### config.mk
export PLATFORM = sky130hd
export DESIGN_NAME = fbcv_fib_seq_engine
export DESIGN_NICKNAME = d
export VERILOG_FILES = /design/src/rtl/fbcv_fib_seq_engine.sv
export SDC_FILE = /design/constraint.sdc
export NUM_CORES = 1
export LEC_CHECK = 0
export ABC_CLOCK_PERIOD_IN_PS = 3900
export BUFFER_PORTS_ARGS = -buffer_cell sky130_fd_sc_hd__buf_2
export CAP_MARGIN = 10
export CORE_MARGIN = 4
export CORE_UTILIZATION = 45
export DETAILED_ROUTE_END_ITERATION = 16
export PLACE_DENSITY = 0.63
export RECOVER_POWER = 50
export SETUP_SLACK_MARGIN = 0.5
export SLEW_MARGIN = 25
export SYNTH_ARGS = -nofsm -noshare
export SYNTH_HDL_FRONTEND = slang
export SYNTH_SLANG_ARGS = --single-unit
export TNS_END_PERCENT = 10
### constraint.sdc
create_clock -name clk -period 3.9 [get_ports clk]
set_input_delay 0.585 -clock clk [delete_from_list [all_inputs] [get_ports clk]]
set_output_delay 0.585 -clock clk [all_outputs]
set_load 0.05 [all_outputs]
### src/rtl/fbcv_fib_seq_engine.sv
// fbcv_fib_seq_engine: multi-cycle Fibonacci engine, F(0)=F(1)=1.
// Loads a=b=1 and cnt=N on start, then adds once per cycle until F(N) sits in b.
// Optional feature macro: FBCV_SATURATE_EN (sum clamps to all-ones on carry).
// Default build (macro undefined): sum wraps modulo 2^DATA_W, overflow flag only.
module fbcv_fib_seq_engine #(
    parameter int unsigned DATA_W = 16,
    parameter int unsigned N_W    = 12
) (
    input  logic              clk,
    input  logic              reset,
    input  logic              start,
    input  logic              abort,
    input  logic [N_W-1:0]    n_in,
    output logic              busy,
    output logic              done,
    output logic [DATA_W-1:0] result,
    output logic              overflow
);

    localparam logic [1:0] S_IDLE = 2'd0;
    localparam logic [1:0] S_CALC = 2'd1;
    localparam logic [1:0] S_DONE = 2'd2;

    logic [1:0]        r_state, w_state_d;
    logic [DATA_W-1:0] r_a, w_a_d;
    logic [DATA_W-1:0] r_b, w_b_d;
    logic [N_W-1:0]    r_cnt, w_cnt_d;
    logic [DATA_W-1:0] r_result, w_result_d;
    logic              r_overflow, w_overflow_d;

    logic [DATA_W:0]   w_sum;
    logic              w_carry;
    logic [DATA_W-1:0] w_b_step;
    logic              w_n_small;

    assign w_sum     = {1'b0, r_a} + {1'b0, r_b};
    assign w_carry   = w_sum[DATA_W];
    // Indices 0 and 1 need no iteration: F is already 1.
    assign w_n_small = (n_in[N_W-1:1] == '0);

`ifdef FBCV_SATURATE_EN
    // Once b is all-ones every later add carries too, so b stays pinned.
    assign w_b_step = w_carry ? {DATA_W{1'b1}} : w_sum[DATA_W-1:0];
`else
    assign w_b_step = w_sum[DATA_W-1:0];
`endif

    // Next-state and datapath update for the IDLE/CALC/DONE sequence.
    always_comb begin
        w_state_d    = r_state;
        w_a_d        = r_a;
        w_b_d        = r_b;
        w_cnt_d      = r_cnt;
        w_result_d   = r_result;
        w_overflow_d = r_overflow;
        case (r_state)
            S_IDLE, S_DONE: begin
                if (start) begin
                    w_a_d        = DATA_W'(1);
                    w_b_d        = DATA_W'(1);
                    w_cnt_d      = n_in;
                    w_overflow_d = 1'b0;
                    if (w_n_small) begin
                        w_state_d  = S_DONE;
                        w_result_d = DATA_W'(1);
                    end else begin
                        w_state_d  = S_CALC;
                    end
                end else begin
                    w_state_d = S_IDLE;
                end
            end
            S_CALC: begin
                if (abort) begin
                    // Drop the operation; result keeps the last completed value.
                    w_state_d = S_IDLE;
                end else begin
                    w_a_d        = r_b;
                    w_b_d        = w_b_step;
                    w_cnt_d      = r_cnt - N_W'(1);
                    w_overflow_d = r_overflow | w_carry;
                    // Exiting at cnt==2 means cnt never needs to go below 2.
                    if (r_cnt == N_W'(2)) begin
                        w_state_d  = S_DONE;
                        w_result_d = w_b_step;
                    end
                end
            end
            default: begin
                w_state_d = S_IDLE;
            end
        endcase
    end

    // State and datapath registers with asynchronous active-high reset.
    always_ff @(posedge clk or posedge reset) begin
        if (reset) begin
            r_state    <= S_IDLE;
            r_a        <= '0;
            r_b        <= '0;
            r_cnt      <= '0;
            r_result   <= '0;
            r_overflow <= 1'b0;
        end else begin
            r_state    <= w_state_d;
            r_a        <= w_a_d;
            r_b        <= w_b_d;
            r_cnt      <= w_cnt_d;
            r_result   <= w_result_d;
            r_overflow <= w_overflow_d;
        end
    end

    assign busy     = (r_state == S_CALC);
    assign done     = (r_state == S_DONE);
    assign result   = r_result;
    assign overflow = r_overflow;

endmodule

Word level (Yosys, flattened, before mapping)
Cells that the tools add are included.

storage, ports and cells
  memory bits (writable) = 0
  input port bits = 16
  ROM bits = 0
  memories = 0
  bits in latches = 0
  register bits = 63

operators by class
  reduce and logical (&&, ||, !) cells = 6
  divide/modulo/power cells = 0
  multiply operators = 0
  mux-type cells = 21
  equal/unequal tests = 8
  order comparisons = 0
  bitwise gates (word level) = 1
  shift operators = 0
  add/sub/neg operators = 2

operators by type and width
  kind                   count
  $mux 16                7
  $pmux 16 s2            3
  $mux 12                2
  $pmux 12 s2            1
  $add 16x16->17         1
  $eq 12x2->1 const B    1
  $sub 12x1->12 const B  1
  $logic_not 11->1       1
  $mux 2                 4
  $ne 2x2->1 const B     3
  $reduce_and 5->1       1
  $pmux 2 s2             1
  $ne 3x2->1 const B     1
  $reduce_and 3->1       1
  $eq 2x1->1 const B     1
  $eq 2x2->1 const B     1
  $logic_not 2->1        1
  $mux 1                 2
  $ne 2x1->1 const B     1
  $pmux 1 s2             1
  $reduce_bool 2->1      1
  $reduce_or 2->1        1
  $or 1x1->1             1

Logic depth before layout (Yosys ltp)
Gate-level depths: netlist of run 1.

  depth after elaboration = 4
  gate-level depth with buffers = 10

Worst setup path before layout of run 1
Ideal clock, no wire load.

  kind = reg2out
  start point = reg r_state[1]
  end point = out busy
  stages on the path, launching flop included = 6
  arrival time = 1.622 ns
  path buffers = 3
  required time = 3.315 ns
  path slack = 1.693 ns
  cell sequence = dfrtp_1 > nand2b_1 > buf_2 > inv_1 > clkbuf_1 > clkbuf_1

between the ends
  cells in the longest elaborated chain, start to end = 1

RTL lines
  element                 line  text
  from (decl)             24    logic [1:0] r_state, w_state_d;
  from (signal assigned)  105   r_state <= w_state_d;
  $eq 2x1->1              114   assign busy = (r_state == S_CALC);
  to (decl)               14    output logic busy,

No other way between the ends.

==> summary.md, run 1 <==
| Metric | Value |
|---|---|
| Status | finished with violations |
| Failing checks | max-capacitance violations |
| Syn nets | 422 |
| Initial core utilization | 47.2% |
| CP max FO | 40 |
| Power density over cell area | 438 nW/µm² |
| CP Capture Type | async pin |
| Total vias in the final route | 2886 |
| Critical path required time | 4.14 ns |
| CTS max path bufs | 2 |
| Gpl congestion | 0.941 |
| First-pass detailed-route iteration total | 4 |
| Crit path launch | reset |
| Seq pwr share | 47.9% |
| Switching part of the total power | 32.9% |
| Fin Setup TNS | 0 ns |
| Ys flop type | dfrtp_1 |
| Post-synth top area cell | dfrtp_1 |
| Post-CTS Setup Repair Bufs | 0 |
| Fraction of layout cells with a size suffix above 1 | 12.3% |
| Worst Max-Slew Pin Slew | 1.49 ns |
| Final Slew Violations | 0 |
| Fin crit share | 65.3% |
| Global-route wire length before repair | 13.5 mm |
| Clk root buf | clkbuf_8 |
| Placeable core area | 7370 µm² |
| IO Port Bufs | 34 |
| Most frequent cells in the layout | nand2_1 (71), dfrtp_1 (63), o21ai_0 (33) |
| Inst Count DP | 507 |
| WHS | 0.464 ns |
| CTS clk-pin slew, worst paths | 0.06 ns |
| Synth cell types | 50 |
| Sequential area share after synthesis | 45.3% |
| Clock Power Share | 28.9% |
| Initial antenna violation count | 0 |
| DIE WIDTH | 95.9 µm |
| Comb pwr share | 23.2% |
| Most common cell after layout, fill and taps aside | nand2_1 |
| R2r endpoint | r_b[1]$_DFFE_PP0P_ |
| Reg2reg start | r_state[1]$_DFFE_PP0P_ |
| Grt total ovfl | 0 |
| WL final | 7.86 mm |
| Worst-case reg-to-reg path depth | 7 |
| Clk_lat worst skew | 0.34 ns |
| Ys async rst share | 100% |
| Pint | 1.14 mW |
| Largest net degree at the start of global routing | 41 |
| Setup CP Type | input port to async pin |
| Worst Hold Class | input port to flop |
| Post-synthesis cell count | 387 |
| Antenna viol nets, final | 0 |
| Avg Inst Size Synth | 8.99 µm² |
| WL/cell | 15.1 µm |
| CTS tree | yes |
| Post-CTS Hold Buffers | 0 |
| Crit path launch type | input port |
| I/O pin total | 35 |
| Cts repair resizes | 0 |
| Max_cap viols | 1 |
| Achievable Freq | 393 MHz |
| Ys Warns | 0 |
| Final hold vios | 0 |
| R2r setup slk | 1.48 ns |
| Slew HR | 0.411% |
| CTS sink count | 63 |
| DRC | 0 |
| Top-area cell type share of the netlist area | 45.3% |
| Post-DP HPWL | 5.56 mm |
| Syn Std Cell Area | 3480 µm² |
| GRT Resource Usage Total | 19.1% |
| Die height | 95.9 µm |
| Nets | 454 |
| CTS H-tree lvls | 3 |
| CP arrival | 2.79 ns |
| Final std cells w/o fill | 521 |
| Via density | 5.54 |
| Number of global-route vias before repair | 2838 |
| Design Area, Final | 3870 µm² |
| Area grow syn2layout | 11.2% |
| Initial DRC Count | 120 |
| Placed Area | 3720 µm² |
| Die area | 9200 µm² |
| Peak VDD IR | 0.256 mV |
| Setup crit end | result[14]$_DFFE_PP0P_ |
| Site row count | 31 |
| Fin Clk Skew | 0.00840 ns |
| Final Setup Violations | 0 |
| Flops & latches, synth | 63 |
| Psw | 0.558 mW |
| RSZ-0062 raised after global routing | no |
| Static Leakage | 1.87 nW |
| Total CTS buffers | 9 |
| Number of flops mapped to enable cells by yosys | 0 |
| Synth area leaders | dfrtp_1 (45%), nand2_1 (7.7%), ha_1 (6.5%) |
| Ant. Diodes | 0 |
| Tmin final | 2.55 ns |
==> metal layers <==
metal  vias to the layer above  wire length (µm)  global-route usage [%]
li1                       1439                 -                       -
met1                      1374              3740                    25.3
met2                        60              3570                    30.2
met3                        13               379                    4.14
met4                         0               170                    8.53
met5                         -                 0                       0
==> worst min-delay path by stage <==
stage	endpoint	cells past startpoint	from	slack [ns]
floorplan	r_a[10]$_DFFE_PP0P_	2	r_a[10]$_DFFE_PP0P_	0.45
global placement	r_a[10]$_DFFE_PP0P_	2	r_a[10]$_DFFE_PP0P_	0.46
detailed placement	r_a[11]$_DFFE_PP0P_	2	r_a[11]$_DFFE_PP0P_	0.46
CTS	result[1]$_DFFE_PP0P_	2	reset	0.44
global route	result[1]$_DFFE_PP0P_	2	result[1]$_DFFE_PP0P_	0.50
finish	r_cnt[0]$_DFFE_PP0P_	3	n_in[0]	0.46
==> area by class of cell <==
| class | instances | area [µm²] |
|---|---|---|
| Clock inverter | 1 | 5.00 |
| Timing Repair Buffer | 39 | 193 |
| Inverter | 12 | 45.0 |
| Fill cell | 742 | 3500 |
| Multi-Input combinational cell | 294 | 1770 |
| Sequential cell | 63 | 1580 |
| Tap cell | 99 | 124 |
| Clock buffer | 13 | 159 |
==> registers in the layout, indices dropped and copies added, names as in the netlist <==
register and cells:
overflow 1, r_a 16, r_b 16, r_cnt 12
r_state 2, result 16
==> power by group through the flow <==
stage                     sequential [mW]  clock (mW)  combinational [mW]
final                               0.811       0.491               0.393
after global routing                0.824       0.535               0.456
after CTS                           0.811       0.501               0.399
after detailed placement            0.823           0               0.393
after global placement              0.820           0               0.391
after floorplan                     0.804           0               0.304
==> Yosys cell counts (3+ instances only) <==
library cell	number
xnor2_1	8
dfrtp_1	63
buf_1	4
nand3_1	22
nand2b_1	3
and2_1	4
ha_1	18
clkbuf_1	9
o22ai_1	4
nor3_1	7
o211ai_1	3
o31ai_2	3
o21a_1	4
a21oi_1	27
nand2_1	71
buf_6	3
a21o_1	4
inv_1	12
a31oi_1	5
or3_1	3
xor2_1	3
nor2_1	25
a211o_1	3
nor4_1	5
a22o_1	6
o21ai_0	33
nor2b_1	5
==> stage by stage <==
step | utilization (%) | power, mW | setup slack [ns]
after CTS | 52.7 | 1.71 | 1.39
after global placement | 50.5 | 1.21 | 1.45
final | 52.5 | 1.70 | 1.35
after global routing | 52.5 | 1.82 | 0.848
after detailed placement | 50.5 | 1.22 | 1.43
after floorplan | - | 1.11 | 1.69
==> logic make-up after synthesis <==
kind of cell	count (synthesis)	synth area share, %
buffers and inverters	30	3.96
adders and majority gates	19	7.05
DFF	63	45.3
xor gates and xnor gates	11	2.77
and+or+nand+nor	157	21.0
AOI/OAI and AO/OA	107	19.9
==> worst max-delay path: stages <==
cell and delay, ns:
buf_2 0.09, inv_1 1.05, clkbuf_1 1.04
Note: power is estimated with default switching activity, not from simulation.
==> run 2, diff against run 1 <==
--- a/config.mk
+++ b/config.mk
@@ -5,7 +5,7 @@
 export SDC_FILE = /design/constraint.sdc
 export NUM_CORES = 1
 export LEC_CHECK = 0
-export ABC_CLOCK_PERIOD_IN_PS = 3900
+export ABC_CLOCK_PERIOD_IN_PS = 2600
 export BUFFER_PORTS_ARGS = -buffer_cell sky130_fd_sc_hd__buf_2
 export CAP_MARGIN = 10
 export CORE_MARGIN = 4
==> constraint.sdc (replaced) <==
create_clock -name clk -period 2.6 [get_ports clk]
set_input_delay 0.39 -clock clk [delete_from_list [all_inputs] [get_ports clk]]
set_output_delay 0.39 -clock clk [all_outputs]
set_load 0.05 [all_outputs]
==> summary.md, run 2 (synthesized netlist as in run 1, its figures left out) <==
| Metric | Value |
|---|---|
| CTS H-tree lvls | 3 |
| Via density | 5.50 |
| Reg2reg start | r_a[4]$_DFFE_PP0P_ |
| Nets | 460 |
| Worst Hold Class | input port to flop |
| CTS sink count | 63 |
| Setup CP Type | flop to flop |
| Post-CTS Hold Buffers | 0 |
| CTS tree | yes |
| RSZ-0062 raised after global routing | yes |
| Gpl congestion | 0.945 |
| Most frequent cells in the layout | nand2_1 (71), dfrtp_1 (63), o21ai_0 (32) |
| IO Port Bufs | 34 |
| Initial core utilization | 47.2% |
| Final Setup Violations | 0 |
| CP Capture Type | flop |
| GRT Resource Usage Total | 19.5% |
| CP arrival | 2.40 ns |
| Total CTS buffers | 9 |
| Global-route wire length before repair | 13.8 mm |
| Fraction of layout cells with a size suffix above 1 | 18.1% |
| Clk_lat worst skew | 0.34 ns |
| Crit path launch type | flop |
| Final Slew Violations | 64 |
| Area grow syn2layout | 17.1% |
| DIE WIDTH | 95.9 µm |
| Die height | 95.9 µm |
| CTS max path bufs | 2 |
| Initial DRC Count | 139 |
| Die area | 9200 µm² |
| Final hold vios | 0 |
| Max_cap viols | 1 |
| Peak VDD IR | 0.400 mV |
| Most common cell after layout, fill and taps aside | nand2_1 |
| Site row count | 31 |
| Antenna viol nets, final | 0 |
| Met2 wire len | 3.79 mm |
| Status | finished with violations |
| WL/cell | 15.0 µm |
| Worst Max-Slew Pin Slew | 1.59 ns |
| WHS | 0.277 ns |
| Power density over cell area | 681 nW/µm² |
| Crit path launch | r_a[4]$_DFFE_PP0P_ |
| Static Leakage | 1.94 nW |
| First-pass detailed-route iteration total | 4 |
| Clk root buf | clkbuf_8 |
| Slew HR | -5.84% |
| Largest net degree at the start of global routing | 64 |
| Top sig layer | met4 |
| I/O pin total | 35 |
| Total vias in the final route | 2908 |
| CP max FO | 5 |
| Achievable Freq | 461 MHz |
| Failing checks | max-capacitance violations, max-slew violations |
| Initial antenna violation count | 0 |
| Fill count | 687 |
| Fin Setup TNS | 0 ns |
| Fin Clk Skew | 0.00789 ns |
| Hold path start | n_in[0] |
| Grt total ovfl | 0 |
| Ant. Diodes | 0 |
| WL final | 7.93 mm |
| Tmin final | 2.17 ns |
| Post-DP HPWL | 5.24 mm |
| Fin crit share | 83.4% |
| Critical path required time | 2.84 ns |
| Number of global-route vias before repair | 2898 |
| CTS clk-pin slew, worst paths | 0.07 ns |
| M1 WL | 3.71 mm |
| Placeable core area | 7370 µm² |
| DRC | 0 |
| Met3 wire length | 302 µm |
==> run 2: cell types whose count changed in the layout (fill, tap and decap cells not counted), moves of 2 or more <==
| cell | change |
|---|---|
| ha_2 | +2 |
| a21oi_2 | +3 |
| ha_1 | -3 |
| a31oi_4 | +2 |
| clkbuf_1 | -2 |
| a31oi_1 | -3 |
| buf_4 | +6 |
| a21oi_1 | -3 |
==> run 2: critical path, cell delays in order, from the launching register on <==
cell     delay [ns]
dfrtp_1        0.41
ha_4           0.28
a21o_1         0.21
a31oi_2        0.19
a211o_1        0.24
a21oi_1        0.10
or3_1          0.37
a32o_1         0.26
==> run 2: final timing paths <==
kind / to / depth (start not counted) / slack, ns
setup / recovery: r_b[13]$_DFFE_PP0P_ / 7 / 0.43
hold / removal: r_cnt[0]$_DFFE_PP0P_ / 3 / 0.28
setup reg to reg: r_b[13]$_DFFE_PP0P_ / 7 / 0.43
hold reg to reg: result[6]$_DFFE_PP0P_ / 2 / 0.48
max in group asynchronous: r_b[4]$_DFFE_PP0P_ / 3 / 1.06
min in group asynchronous: result[0]$_DFFE_PP0P_ / 3 / 0.55
==> run 2: power by group <==
group          internal (mW)  switching (mW)  total [mW]  leakage (nW)
logic                  0.257           0.406       0.662         0.997
clock network          0.519           0.376       0.895         0.109
registers               1.10           0.117        1.22         0.834
==> run 2: metal layers <==
metal  global-route usage, %  vias to the layer above
met1                    25.7                     1402
met5                       0                        -
met4                    7.58                        0
li1                        -                     1451
met2                    31.2                       44
met3                    4.53                       11
==> run 2: timing repair <==
item,4_1_cts,5_1_grt
resized for setup,16,6
buffers inserted,2,0
cloned,0,0
setup endpoints to repair,15,26
pin swaps,5,1
==> run 2: metrics by stage <==
step | utilization [%] | setup WS (ns) | cell area (µm²) | power [mW] | cells
2_1_floorplan | - | 0.523 | 3480 | 1.66 | 387
5_1_grt | 55.3 | 0.327 | 4070 | 2.95 | 529
3_5_place_dp | 50.9 | 0.251 | 3750 | 1.84 | 511
6_report | 55.3 | 0.432 | 4070 | 2.77 | 529
3_3_place_gp | 50.9 | 0.289 | 3750 | 1.82 | 511
4_1_cts | 55.2 | 0.454 | 4070 | 2.80 | 529
==> run 2: area by class of cell <==
cell class | instances | area, µm² | area share [%]
clock buffer | 13 | 169 | 4.15
timing repair buffer | 45 | 239 | 5.87
inverter | 12 | 45.0 | 1.11
sequential | 63 | 1580 | 38.7
multi-input combinational | 294 | 1880 | 46.2
tap | 99 | 124 | 3.04
clock inverter | 3 | 40.0 | 0.983
==> run 3, diff against run 2 <==
--- a/config.mk
+++ b/config.mk
@@ -5,13 +5,13 @@
 export SDC_FILE = /design/constraint.sdc
 export NUM_CORES = 1
 export LEC_CHECK = 0
-export ABC_CLOCK_PERIOD_IN_PS = 2600
+export ABC_CLOCK_PERIOD_IN_PS = 1900
 export BUFFER_PORTS_ARGS = -buffer_cell sky130_fd_sc_hd__buf_2
 export CAP_MARGIN = 10
 export CORE_MARGIN = 4
 export CORE_UTILIZATION = 45
 export DETAILED_ROUTE_END_ITERATION = 16
-export PLACE_DENSITY = 0.63
+export PLACE_DENSITY = 0.65
 export RECOVER_POWER = 50
 export SETUP_SLACK_MARGIN = 0.5
 export SLEW_MARGIN = 25
==> constraint.sdc (replaced) <==
create_clock -name clk -period 1.9 [get_ports clk]
set_input_delay 0.285 -clock clk [delete_from_list [all_inputs] [get_ports clk]]
set_output_delay 0.285 -clock clk [all_outputs]
set_load 0.05 [all_outputs]
==> summary.md, run 3 (synthesized netlist as in run 1, its figures left out) <==
| Metric | Value |
|---|---|
| Fin Setup TNS | -2.71 ns |
| Setup CP Type | flop to flop |
| WL final | 9.13 mm |
| Global-route wire length before repair | 15.2 mm |
| Crit path launch type | flop |
| Power density over cell area | 898 nW/µm² |
| Antenna viol nets, final | 0 |
| DIE WIDTH | 95.9 µm |
| Peak VDD IR | 0.594 mV |
| Slew HR | 45.0% |
| Post-DP HPWL | 6.37 mm |
| CTS clk-pin slew, worst paths | 0.08 ns |
| R2r endpoint | result[12]$_DFFE_PP0P_ |
| Worst setup margin | -0.247 ns |
| Gpl congestion | 0.974 |
| IO Port Bufs | 34 |
| Inst Count DP | 562 |
| Fraction of layout cells with a size suffix above 1 | 34.1% |
| First-pass detailed-route iteration total | 4 |
| Initial core utilization | 47.2% |
| Initial DRC Count | 118 |
| CTS sink count | 63 |
| Critical path required time | 2.14 ns |
| Most frequent cells in the layout | nand2_1 (67), dfrtp_1 (63), buf_4 (53) |
| I/O pin total | 35 |
| Worst Max-Slew Pin Slew | 0.823 ns |
| Die area | 9200 µm² |
| Total vias in the final route | 3222 |
| Achievable Freq | 466 MHz |
| Hold endpoint | r_cnt[0]$_DFFE_PP0P_ |
| GRT Resource Usage Total | 21.1% |
| Status | finished with violations |
| Final Setup Violations | 26 |
| Die height | 95.9 µm |
| Worst Hold Class | input port to flop |
| CP arrival | 2.38 ns |
| Area grow syn2layout | 36.0% |
| DRC | 0 |
| Tot Pwr | 4.25 mW |
| CTS H-tree lvls | 3 |
| Total CTS buffers | 9 |
| Hold path start | n_in[0] |
| Initial antenna violation count | 0 |
| Placeable core area | 7370 µm² |
| Via density | 5.53 |
| Fin crit share | 113% |
| Clk root buf | clkbuf_8 |
| Final core utilization | 64.2% |
| Final Slew Violations | 0 |
| CTS tree | yes |
| Design Area, Final | 4730 µm² |
| Tmin final | 2.15 ns |
| R2r setup slk | -0.25 ns |
| Final hold vios | 0 |
| CP max FO | 3 |
| Nets | 514 |
| Crit path launch | r_b[0]$_DFFE_PP0P_ |
| Static Leakage | 2.25 nW |
| Worst-case reg-to-reg path depth | 9 |
| CP Capture Type | flop |
| Reg2reg start | r_b[0]$_DFFE_PP0P_ |
| Site row count | 31 |
| RSZ-0062 raised after global routing | yes |
| Fin Clk Skew | 0.00972 ns |
| WHS | 0.220 ns |
| Final std cells w/o fill | 583 |
| WL/cell | 15.7 µm |
| Hold-critical path depth | 3 |
| Max_cap viols | 0 |
| Placed Area | 4250 µm² |
| Grt total ovfl | 0 |
| Failing checks | negative setup slack |
| Largest net degree at the start of global routing | 37 |
| Clk_lat worst skew | 0.35 ns |
| Most common cell after layout, fill and taps aside | nand2_1 |
| CTS max path bufs | 2 |
| DP Worst Slack | -0.253 ns |
| Number of global-route vias before repair | 3213 |
| Ant. Diodes | 0 |
==> run 3: worst max path at each step <==
stage	to	slack [ns]
after floorplan	result[12]$_DFFE_PP0P_	-0.08
after global placement	result[12]$_DFFE_PP0P_	-0.21
after detailed placement	result[12]$_DFFE_PP0P_	-0.25
after CTS	result[12]$_DFFE_PP0P_	-0.24
after global routing	result[12]$_DFFE_PP0P_	-0.32
final	result[12]$_DFFE_PP0P_	-0.25
==> run 3: report_power, final <==
group	switching [mW]	total [mW]	internal (mW)	leakage, nW
registers	0.132	1.63	1.50	0.834
clock network	0.579	1.18	0.605	0.0875
logic	0.754	1.43	0.677	1.33
==> run 3: what timing repair did <==
action / 4_1_cts / 5_1_grt
setup buffers: 3 / 1
gates resized for setup: 39 / 23
pin swaps: 27 / 18
hold endpoints to repair: 17 / 0
hold buffers: 1 / 0
endpoints found under the setup margin: 65 / 65
==> run 3: routing by layer <==
| metal | up-vias | global-route usage [%] | wire length [µm] |
|---|---|---|---|
| li1 | 1559 | - | - |
| met1 | 1588 | 27.6 | 4130 |
| met2 | 65 | 34.9 | 4570 |
| met3 | 10 | 3.52 | 314 |
| met4 | 0 | 8.41 | 114 |
| met5 | - | 0 | 0 |
==> run 3: area by class of cell <==
type | instances | area, µm²
Tap cell | 99 | 124
Inverter | 12 | 45.0
Clock inverter | 7 | 73.8
Clock buffer | 9 | 124
Sequential cell | 63 | 1580
Timing Repair Buffer | 99 | 721
Fill cell | 646 | 2640
Multi-Input combinational cell | 294 | 2070
==> run 3: worst max-delay path: stages, from the launching register on <==
cell	delay (ns)
dfrtp_1	0.37
ha_2	0.19
inv_2	0.04
fa_2	0.36
nor2b_4	0.17
o2111ai_4	0.14
a31oi_4	0.24
a31oi_2	0.14
xnor2_1	0.16
a22o_1	0.21
